<file path="config.mk">
export PLATFORM = sky130hd
export DESIGN_NAME = game_state_ctrl
export DESIGN_NICKNAME = d
export VERILOG_FILES = /design/src/rtl/game_pkg.sv /design/src/rtl/game_state_ctrl_ps2_key_assembler.sv /design/src/rtl/game_state_ctrl.sv
export SDC_FILE = /design/constraint.sdc
export NUM_CORES = 1
export LEC_CHECK = 0
export ABC_AREA = 1
export CAP_MARGIN = 20
export CORE_ASPECT_RATIO = 1.5
export CORE_UTILIZATION = 28
export DETAILED_ROUTE_END_ITERATION = 10
export GPL_ROUTABILITY_DRIVEN = 0
export PLACE_DENSITY = 0.48
export SLEW_MARGIN = 30
export SYNTH_ARGS = -nofsm -noshare
export SYNTH_HDL_FRONTEND = slang
export SYNTH_SLANG_ARGS = --single-unit
</file>
<file path="constraint.sdc">
create_clock -name clk -period 2.9 [get_ports clk]
set_input_delay 0.435 -clock clk [delete_from_list [all_inputs] [get_ports clk]]
set_output_delay 0.435 -clock clk [all_outputs]
set_load 0.005 [all_outputs]
</file>
<file path="src/rtl/game_pkg.sv">
// Shared definitions for the game sequencer: state encoding, PS/2 set-2 codes
// and the default debounce length in frames.
package game_pkg;

  typedef enum logic [1:0] {
    ST_START  = 2'd0,
    ST_MAZE   = 2'd1,
    ST_BATTLE = 2'd2,
    ST_END    = 2'd3
  } game_state_t;

  localparam int DWELL_FRAMES_DEF = 4;

  // Prefix bytes
  localparam logic [7:0] SC_EXT   = 8'hE0;
  localparam logic [7:0] SC_BRK   = 8'hF0;

  // START / END keys
  localparam logic [7:0] SC_ENTER = 8'h5A;
  localparam logic [7:0] SC_R     = 8'h2D;

  // Arrow keys (E0-prefixed)
  localparam logic [7:0] SC_UP    = 8'h75;
  localparam logic [7:0] SC_DOWN  = 8'h72;
  localparam logic [7:0] SC_LEFT  = 8'h6B;
  localparam logic [7:0] SC_RIGHT = 8'h74;

  // Battle keys
  localparam logic [7:0] SC_W     = 8'h1D;
  localparam logic [7:0] SC_A     = 8'h1C;
  localparam logic [7:0] SC_S     = 8'h1B;
  localparam logic [7:0] SC_D     = 8'h23;
  localparam logic [7:0] SC_J     = 8'h3B;
  localparam logic [7:0] SC_K     = 8'h42;
  localparam logic [7:0] SC_L     = 8'h4B;
  localparam logic [7:0] SC_I     = 8'h43;

  function automatic logic is_arrow(input logic [7:0] code);
    return (code == SC_UP) || (code == SC_DOWN) ||
           (code == SC_LEFT) || (code == SC_RIGHT);
  endfunction

  function automatic logic is_battle_key(input logic [7:0] code);
    return (code == SC_W) || (code == SC_A) || (code == SC_S) || (code == SC_D) ||
           (code == SC_J) || (code == SC_K) || (code == SC_L) || (code == SC_I);
  endfunction

endpackage

</file>
<file path="src/rtl/game_state_ctrl_ps2_key_assembler.sv">
// Turns raw PS/2 set-2 bytes into complete key events. E0/F0 prefixes only set
// flags; any other byte completes a key, registered one cycle after its strobe.
module ps2_key_assembler
  import game_pkg::*;
(
  input  logic       clk,
  input  logic       rst,
  input  logic       scan_valid,
  input  logic [7:0] scan_code,
  output logic       key_done,
  output logic [7:0] key_code,
  output logic       key_ext,
  output logic       key_brk,
  output logic       ext_flag
);

  logic brk_flag;

  // Track prefixes and register the completed key; key_done is a one-cycle strobe.
  always_ff @(posedge clk or negedge rst) begin
    if (!rst) begin
      ext_flag <= 1'b0;
      brk_flag <= 1'b0;
      key_done <= 1'b0;
      key_code <= 8'h00;
      key_ext  <= 1'b0;
      key_brk  <= 1'b0;
    end else begin
      key_done <= 1'b0;
      if (scan_valid) begin
        if (scan_code == SC_EXT) begin
          ext_flag <= 1'b1;
        end else if (scan_code == SC_BRK) begin
          brk_flag <= 1'b1;
        end else begin
          key_done <= 1'b1;
          key_code <= scan_code;
          key_ext  <= ext_flag;
          key_brk  <= brk_flag;
          ext_flag <= 1'b0;
          brk_flag <= 1'b0;
        end
      end
    end
  end

endmodule

</file>
<file path="src/rtl/game_state_ctrl.sv">
// Top-level game sequencer: START/MAZE/BATTLE/END FSM, key routing to the active
// screen, frame-edge detection, post-transition dwell and frame-aligned VGA select.
//
// Key strobes (maze_key_valid / battle_key_valid) are single-cycle pulses with
// no backpressure: they are valid for exactly the cycle in which key_code,
// key_ext and key_brk present the completed key, and consumers must take them then.
module game_state_ctrl
  import game_pkg::*;
#(
  parameter int DWELL_FRAMES = DWELL_FRAMES_DEF
) (
  input  logic       clk,
  input  logic       rst,
  input  logic       scan_valid,
  input  logic [7:0] scan_code,
  input  logic       vs,
  input  logic       maze_done,
  input  logic       enc_hit,
  input  logic       battle_won,
  input  logic       battle_lost,
  output logic [1:0] game_state,
  output logic [1:0] vga_sel,
  output logic       maze_init,
  output logic       battle_init,
  output logic       maze_key_valid,
  output logic       battle_key_valid,
  output logic [7:0] key_code,
  output logic       key_ext,
  output logic       key_brk,
  output logic [7:0] led
);

  localparam logic [7:0] DWELL_LOAD = 8'(DWELL_FRAMES);

  game_state_t state_q, state_d;
  logic        key_done;
  logic        key_make;
  logic        ext_flag;
  logic        vs_d;
  logic        vs_fall;
  logic [7:0]  dwell_cnt;
  logic        dwell_busy;
  logic        sel_pending;
  logic        trigger;

  ps2_key_assembler u_keys (
    .clk        (clk),
    .rst        (rst),
    .scan_valid (scan_valid),
    .scan_code  (scan_code),
    .key_done   (key_done),
    .key_code   (key_code),
    .key_ext    (key_ext),
    .key_brk    (key_brk),
    .ext_flag   (ext_flag)
  );

  assign key_make   = key_done & ~key_brk;
  assign vs_fall    = vs_d & ~vs;
  assign dwell_busy = (dwell_cnt != 8'd0);
  assign trigger    = (state_d != state_q);
  assign game_state = state_q;
  assign led        = {3'b000, sel_pending, dwell_busy, ext_flag, game_state};

  // Next-state and key routing; routing uses the pre-transition state.
  always_comb begin
    state_d          = state_q;
    maze_key_valid   = 1'b0;
    battle_key_valid = 1'b0;
    case (state_q)
      ST_START: begin
        if (!dwell_busy && key_make && !key_ext && key_code == SC_ENTER)
          state_d = ST_MAZE;
      end
      ST_MAZE: begin
        if (key_make && key_ext && is_arrow(key_code))
          maze_key_valid = 1'b1;
        if (!dwell_busy) begin
          if (maze_done)    state_d = ST_END;
          else if (enc_hit) state_d = ST_BATTLE;
        end
      end
      ST_BATTLE: begin
        if (key_make && !key_ext && is_battle_key(key_code))
          battle_key_valid = 1'b1;
        if (!dwell_busy) begin
          if (battle_lost)     state_d = ST_END;
          else if (battle_won) state_d = ST_MAZE;
        end
      end
      ST_END: begin
        if (!dwell_busy && key_make && !key_ext && key_code == SC_R)
          state_d = ST_START;
      end
      default: state_d = ST_START;
    endcase
  end

  // State register plus entry pulses for the screen engines.
  always_ff @(posedge clk or negedge rst) begin
    if (!rst) begin
      state_q     <= ST_START;
      maze_init   <= 1'b0;
      battle_init <= 1'b0;
    end else begin
      state_q     <= state_d;
      maze_init   <= trigger && (state_d == ST_MAZE);
      battle_init <= trigger && (state_d == ST_BATTLE);
    end
  end

  // Frame-edge detector; vs idles high so the history resets high.
  always_ff @(posedge clk or negedge rst) begin
    if (!rst) vs_d <= 1'b1;
    else      vs_d <= vs;
  end

  // Dwell counter: reload on any transition (wins over a coincident edge), else count frames down.
  always_ff @(posedge clk or negedge rst) begin
    if (!rst)                           dwell_cnt <= DWELL_LOAD;
    else if (trigger)                   dwell_cnt <= DWELL_LOAD;
    else if (vs_fall && dwell_busy)     dwell_cnt <= dwell_cnt - 8'd1;
  end

  // VGA select follows game_state only at a frame edge; a trigger defers the update to the next edge.
  always_ff @(posedge clk or negedge rst) begin
    if (!rst) begin
      vga_sel     <= ST_START;
      sel_pending <= 1'b0;
    end else if (trigger) begin
      sel_pending <= 1'b1;
    end else if (sel_pending && vs_fall) begin
      vga_sel     <= state_q;
      sel_pending <= 1'b0;
    end
  end

endmodule

</file>
==> reports/qor.csv, run 1 <==
stage,metric,value,unit
run_status,status,"finished, final reports clean",
sta,Final Cycle Share,87.16,%
floorplan,core area,0.005828,mm²
clocking,Max Root-Sink Buffers,2,
power_and_ir_drop,Tot Pwr,1.817,mW
layout,register area,728.2,µm²
logic_synthesis,post-synthesis register bit count,29,
power_and_ir_drop,Worst VDD drop,0.2650,mV
floorplan,full die area,0.006413,mm²
floorplan,Die Wd,65.72,µm
logic_synthesis,Area contributors post-synth,"dfrtp_1, nand2_1, inv_1",
clocking,CTS resizes,0,
logic_synthesis,Synth area leader,dfrtp_1,
placed_design,placed insts,322,
global_routing,largest net degree at the start of global routing,30,
clocking,clock tree root driver cell,clkbuf_8,
layout,area of the multi-input gates,754.5,µm²
logic_synthesis,Synth Area per Inst,7.859,µm²
clocking,clock latency on the worst-skew pair,0.29,ns
power_and_ir_drop,part of the power in registers,33.3,%
critical_path,crit end category,output port,
sta,Final Setup Violations,0,
global_routing,grt total ovfl,0,
detailed_routing,Residual DRC,0,
clocking,CTS buffer count,5,
sta,crit path time final,2.528,ns
detailed_routing,vias per cell,4.355,
sta,setup_tns,0,ns
critical_path,Critical Path RT,2.47,ns
sta,final worst slack,0.3725,ns
floorplan,Starting Density,29.26,%
power_and_ir_drop,Lkg Pwr,1.082,nW
clocking,clock slew at reported path FFs,0.07,ns
power_and_ir_drop,Clk pwr share,28.2,%
logic_synthesis,Ys Warns,0,
sta,f_max,395.6,MHz
clocking,CTS tree,built,
layout,Final nets,275,
critical_path,Crit path largest cell delay,0.55,ns
power_and_ir_drop,pwr/cell area,801.2,mW/mm²
sta,RSZ-0062 raised after global routing,no,
detailed_routing,first drt pass iteration count,4,
layout,antenna diode count,0,
run,maxcap violations,0,
placed_design,DP Worst Slack,0.6902,ns
logic_synthesis,ys async rst share,100.0,%
critical_path,CP Buf/Inv Count,2,
layout,Area Overhead vs Synth,32.94,%
logic_synthesis,Syn Inst Count,217,
detailed_routing,1st-iter DRT viols,43,
critical_path,maximum fanout along the worst path,3,
sta,Slew Limit Fails,0,
critical_path,worst path cell trace,inv_1 > nand2_1 > nor3_1 > o2111ai_1 > o21ai_0 > a31oi_1 > nor3_1 > clkdlybuf4s50_1,
power_and_ir_drop,Internal Dissipation,1.160,mW
clocking,post-CTS setup buffers,0,
placed_design,DP Wirelength,3046,µm
placed_design,number of I/O port buffers,38,
logic_synthesis,top-area cell type share of the netlist area,39.62,%
global_routing,initial antenna violation count,0,
logic_synthesis,"EDFF count, synth",0,
layout,share of layout cells above drive strength 1,16.67,%
sta,worst hold slack,0.4772,ns
critical_path,CP Launch Type,register,
detailed_routing,Routed Antenna Nets,0,
detailed_routing,via count,1437,
floorplan,Chip Height,97.58,µm
detailed_routing,total length of routed wires,3879,µm
logic_synthesis,Synth cell types,31,
power_and_ir_drop,P_sw,656.3,µW
critical_path,"Slowest-stage cell, CP",clkdlybuf4s50_1,
layout,post-route insts no fill,330,
sta,Setup Skew,0.002459,ns
floorplan,IO Pins,42,
floorplan,FP Rows,34,
detailed_routing,mean routed wirelength per cell,11.75,µm
global_routing,first-pass GRT wire length,6555,µm
critical_path,critical path data arrival time,2.09,ns
layout,"commonest non-fill, non-tap cells in the layout","nand2_1, inv_1, clkdlybuf4s50_1",
layout,"most common cell after layout, fill and taps aside",nand2_1,
logic_synthesis,Main synth FF type,dfrtp_1,
clocking,hold_buf cts,0,
min_path,Hold Path Class,reg -> reg,
global_routing,vias in the first global route,1447,
logic_synthesis,Post-Syn Area,0.001705,mm²
power_and_ir_drop,combinational group share of total power,38.6,%
clocking,Max H-tree Level,2,
clocking,Clock Sinks,29,
power_and_ir_drop,switching part of the total power,36.13,%
global_routing,GRT Total Usage,13.63,%
critical_path,crit-path leading delay family,buffers and inverters,
sta,number of failing hold endpoints at the final stage,0,
logic_synthesis,sequential area share after synthesis,42.70,%
critical_path,Critical Path Most Common Cell,nor3_1,
layout,Fill cells,603,
critical_path,critical path type,reg -> out,
## stage by stage
stage               utilization [%]  instance area [µm²]
finish                        38.90                 2267
global placement              36.60                 2133
CTS                           38.90                 2267
global route                  38.90                 2267
floorplan                         -                 1713
detailed placement            36.60                 2133
## path summary, 6_finish.rpt
path                                     from          endpoint  slack, ns  depth (start not counted)
max reg2reg                      dwell_cnt[0]       sel_pending       1.09                         13
min in group asynchronous                 rst   u_keys.ext_flag       0.53                          2
max                        u_keys.key_code[7]  battle_key_valid       0.37                          8
min                                vga_sel[0]        vga_sel[0]       0.48                          2
min reg2reg                        vga_sel[0]        vga_sel[0]       0.48                          2
max in group asynchronous                 rst      dwell_cnt[2]       2.04                          2
## area by class of cell
cell class | instances | share of cell area (%)
multi-input combinational | 137 | 33.28
inverter | 44 | 7.285
clock inverter | 3 | 2.870
timing repair buffer | 40 | 17.44
sequential | 29 | 32.12
clock buffer | 5 | 3.035
tap | 72 | 3.974
## synthesized netlist by cell type, types with 5 or more instances
master,count
nor2_1,20
dfrtp_1,27
nand3_2,5
xor2_1,5
buf_4,8
nand4_1,7
nand2_1,43
nand2_2,6
o21ai_0,12
nor3_1,6
nand3_1,5
inv_1,38
inv_2,6
## metal layers
metal | up-vias | global-route usage [%] | share of wire (%) | wire length [µm]
li1 | 748 | - | - | -
met1 | 644 | 13.89 | 37 | 1423
met2 | 37 | 25.27 | 56 | 2183
met3 | 8 | 3.169 | 4.5 | 173
met4 | 0 | 5.686 | 2.6 | 99
met5 | - | 0 | 0 | 0
## registers in the layout (all words and copies together) (netlist names)
| signal | cells |
|---|---|
| vs_d | 1 |
| u_keys.key_ext | 1 |
| u_keys.key_done | 1 |
| sel_pending | 1 |
| u_keys.key_brk | 1 |
| dwell_cnt | 8 |
| vga_sel | 2 |
| game_state | 2 |
| u_keys.brk_flag | 1 |
| u_keys.ext_flag | 1 |
| maze_init | 1 |
| battle_init | 1 |
| u_keys.key_code | 8 |
## power groups by stage
stage          Sequential, mW  Combinational [mW]  Clock [mW]
5_1_grt                 0.624               0.799       0.535
3_3_place_gp            0.610               0.714           0
2_1_floorplan           0.599               0.488           0
6_report                0.604               0.701       0.511
4_1_cts                 0.606               0.717       0.524
3_5_place_dp            0.613               0.714           0
## tightest hold or removal path, delay by kind of cell, from the launching register on
family,cells,cell delay [ns]
DFF,1,0.35
and+or+nand+nor,2,0.10
## kinds of logic (layout without fill, tap and decap cells)
group | after synthesis | in the layout | synth area share [%]
buf+inv | 53 | 92 | 13.50
xor+xnor | 5 | 5 | 2.568
flops | 29 | 29 | 42.70
fa+ha+maj | 2 | 2 | 1.467
other cells | 1 | 3 | 0.2199
compound gates | 19 | 19 | 6.530
simple gates | 108 | 108 | 33.02
(Power assumes the default switching activity.)
==> run 2, diff against run 1 <==
SLEW_MARGIN = 20   (was 30)
==> results of run 2 <==
No change in the layout: final DEF, timing and power equal those of run 1.
==> run 3, diff against run 2 <==
PLACE_DENSITY = 0.54   (was 0.48)
==> reports/qor.csv, run 3 (same netlist as run 1, synthesis figures left out) <==
stage,metric,value,unit,change
run_status,status,"finished, final reports clean",,unchanged
clocking,Clock Sinks,29,,unchanged
sta,RSZ-0062 raised after global routing,no,,unchanged
floorplan,Starting Density,29.26,%,unchanged
global_routing,first-pass GRT wire length,6734,µm,was 6555 µm
layout,Area Overhead vs Synth,29.93,%,was 32.94%
sta,setup_tns,0,ns,unchanged
layout,antenna diode count,0,,unchanged
power_and_ir_drop,Lkg Pwr,1.059,nW,was 1.082 nW
global_routing,met1 usage,14.20,%,was 13.89%
sta,Slew headroom,59.30,%,
sta,Setup Skew,0.006559,ns,was 0.002459 ns
layout,largest registers,"dwell_cnt: 8 flops, u_keys.key_code: 8 flops",,unchanged
clocking,clock slew at reported path FFs,0.07,ns,about the same
detailed_routing,Routed Antenna Nets,0,,unchanged
placed_design,DP Wirelength,3133,µm,was 3046 µm
layout,"most common cell after layout, fill and taps aside",nand2_1,,unchanged
floorplan,core area,0.005828,mm²,unchanged
clocking,CTS resizes,0,,unchanged
floorplan,Chip Height,97.58,µm,unchanged
layout,"commonest non-fill, non-tap cells in the layout","nand2_1, inv_1, clkdlybuf4s50_1",,unchanged
critical_path,Critical Path RT,2.47,ns,about the same
critical_path,CP Launch Type,register,,unchanged
clocking,Max Root-Sink Buffers,2,,unchanged
global_routing,largest net degree at the start of global routing,18,,was 30
critical_path,critical path type,reg -> out,,unchanged
min_path,Hold Path Class,reg -> reg,,unchanged
critical_path,reg2reg setup slack,1.06,ns,was 1.09 ns
detailed_routing,first drt pass iteration count,4,,unchanged
global_routing,grt total ovfl,0,,unchanged
floorplan,Die Wd,65.72,µm,unchanged
min_path,Worst Hold End,vga_sel[1],,was vga_sel[0]
floorplan,FP Rows,34,,unchanged
critical_path,crit-path leading delay family,buffers and inverters,,unchanged
global_routing,initial antenna violation count,0,,unchanged
critical_path,critical path data arrival time,2.06,ns,was 2.09 ns
run,maxcap violations,0,,unchanged
floorplan,IO Pins,42,,unchanged
detailed_routing,total length of routed wires,3917,µm,was 3879 µm
floorplan,full die area,0.006413,mm²,unchanged
critical_path,CP Buf/Inv Count,2,,unchanged
placed_design,DP Worst Slack,0.7237,ns,was 0.6902 ns
sta,f_max,401.1,MHz,was 395.6 MHz
critical_path,maximum fanout along the worst path,6,,was 3
layout,Fill cells,611,,was 603
detailed_routing,via count,1468,,was 1437
layout,Final nets,275,,unchanged
global_routing,vias in the first global route,1505,,was 1447
clocking,CTS buffer count,5,,unchanged
min_path,hold_sp,vga_sel[1],,was vga_sel[0]
sta,number of failing hold endpoints at the final stage,0,,unchanged
detailed_routing,vias per cell,4.448,,was 4.355
clocking,clock latency on the worst-skew pair,0.29,ns,about the same
global_routing,met3 Usage GRT,3.756,%,was 3.169%
clocking,hold_buf cts,0,,unchanged
detailed_routing,mean routed wirelength per cell,11.87,µm,was 11.75 µm
global_routing,GR peak layer,met2,,unchanged
sta,Slew Limit Fails,0,,unchanged
clocking,CTS tree,built,,unchanged
placed_design,number of I/O port buffers,38,,unchanged
critical_path,crit end category,output port,,unchanged
detailed_routing,1st-iter DRT viols,29,,was 43
critical_path,Reg2Reg Depth,13,,unchanged
sta,Worst Tran Pin Value,0.6087,ns,
min_path,hold depth,2,,unchanged
clocking,clock tree root driver cell,clkbuf_8,,unchanged
power_and_ir_drop,pwr/cell area,741.1,mW/mm²,was 801.2 mW/mm²
clocking,Max H-tree Level,2,,unchanged
power_and_ir_drop,Worst VDD drop,0.2562,mV,was 0.2650 mV
sta,Final Setup Violations,0,,unchanged
critical_path,reg2reg end,sel_pending,,unchanged
sta,crit path time final,2.493,ns,was 2.528 ns
critical_path,FF-to-FF Start,dwell_cnt[0],,unchanged
global_routing,met2 Resource Use GR,25.20,%,was 25.27%
critical_path,Crit path largest cell delay,0.59,ns,was 0.55 ns
clocking,post-CTS setup buffers,0,,unchanged
critical_path,"Slowest-stage cell, CP",clkdlybuf4s50_1,,unchanged
detailed_routing,Residual DRC,0,,unchanged
sta,final worst slack,0.4071,ns,was 0.3725 ns
critical_path,worst path cell trace,inv_1 > nor2_1 > nand3_1 > a2111oi_0 > clkdlybuf4s50_1,,was inv_1 > nand2_1 > nor3_1 > o2111ai_1 > o21ai_0 > a31oi_1 > nor3_1 > clkdlybuf4s50_1
sta,Final Cycle Share,85.96,%,was 87.16%
global_routing,GRT Total Usage,13.87,%,was 13.63%
layout,share of layout cells above drive strength 1,16.28,%,was 16.67%
==> run 3: changes by cell type in the layout (fill, tap and decap cells not counted), sizes merged <==
cell    previous run  this run
clkinv             1         2
bufinv             2         0
clkbuf             5         6
==> run 3: cell type report <==
class | count | area, µm² | area share (%)
multi-input combinational | 137 | 754.5 | 34.05
clock buffer | 6 | 72.57 | 3.275
sequential | 29 | 728.2 | 32.86
tap | 72 | 90.09 | 4.065
inverter | 44 | 165.2 | 7.453
timing repair buffer | 40 | 395.4 | 17.84
clock inverter | 2 | 10.01 | 0.4517
==> run 3: worst max path at each step <==
stage / cells past startpoint / start / to
global route: 5 / game_state[0] / maze_key_valid
CTS: 5 / game_state[0] / maze_key_valid
floorplan: 4 / game_state[0] / maze_key_valid
global placement: 5 / game_state[0] / maze_key_valid
detailed placement: 5 / game_state[0] / maze_key_valid
finish: 5 / game_state[0] / maze_key_valid
==> run 3: worst min-delay path, delay by kind of cell, from the launching register on <==
family	cells	cell delay, ns
flip-flops	1	0.35
AND/OR/NAND/NOR	2	0.09
==> run 3: per-stage QoR <==
stage / cells / hold slack, ns / util (%) / total power, mW / cell area [µm²]
global placement: 322 / 0.4605 / 36.60 / 1.321 / 2133
detailed placement: 322 / 0.4617 / 36.60 / 1.333 / 2133
global route: 330 / 0.5053 / 38.02 / 1.774 / 2216
finish: 330 / 0.4750 / 38.02 / 1.642 / 2216
floorplan: 219 / 0.1394 / - / 1.086 / 1713
CTS: 330 / 0.4786 / 38.02 / 1.669 / 2216
==> run 3: metal layers <==
metal	vias up	part of all wire, %
li1	743	-
met1	686	37
met2	33	57
met3	6	4.5
met4	0	1.9
met5	-	0
==> run 3: power by group <==
part,leakage (nW),internal (mW),switching (mW)
sequential,0.358,0.509,0.0982
clock,0.0450,0.166,0.165
combinational,0.656,0.311,0.394
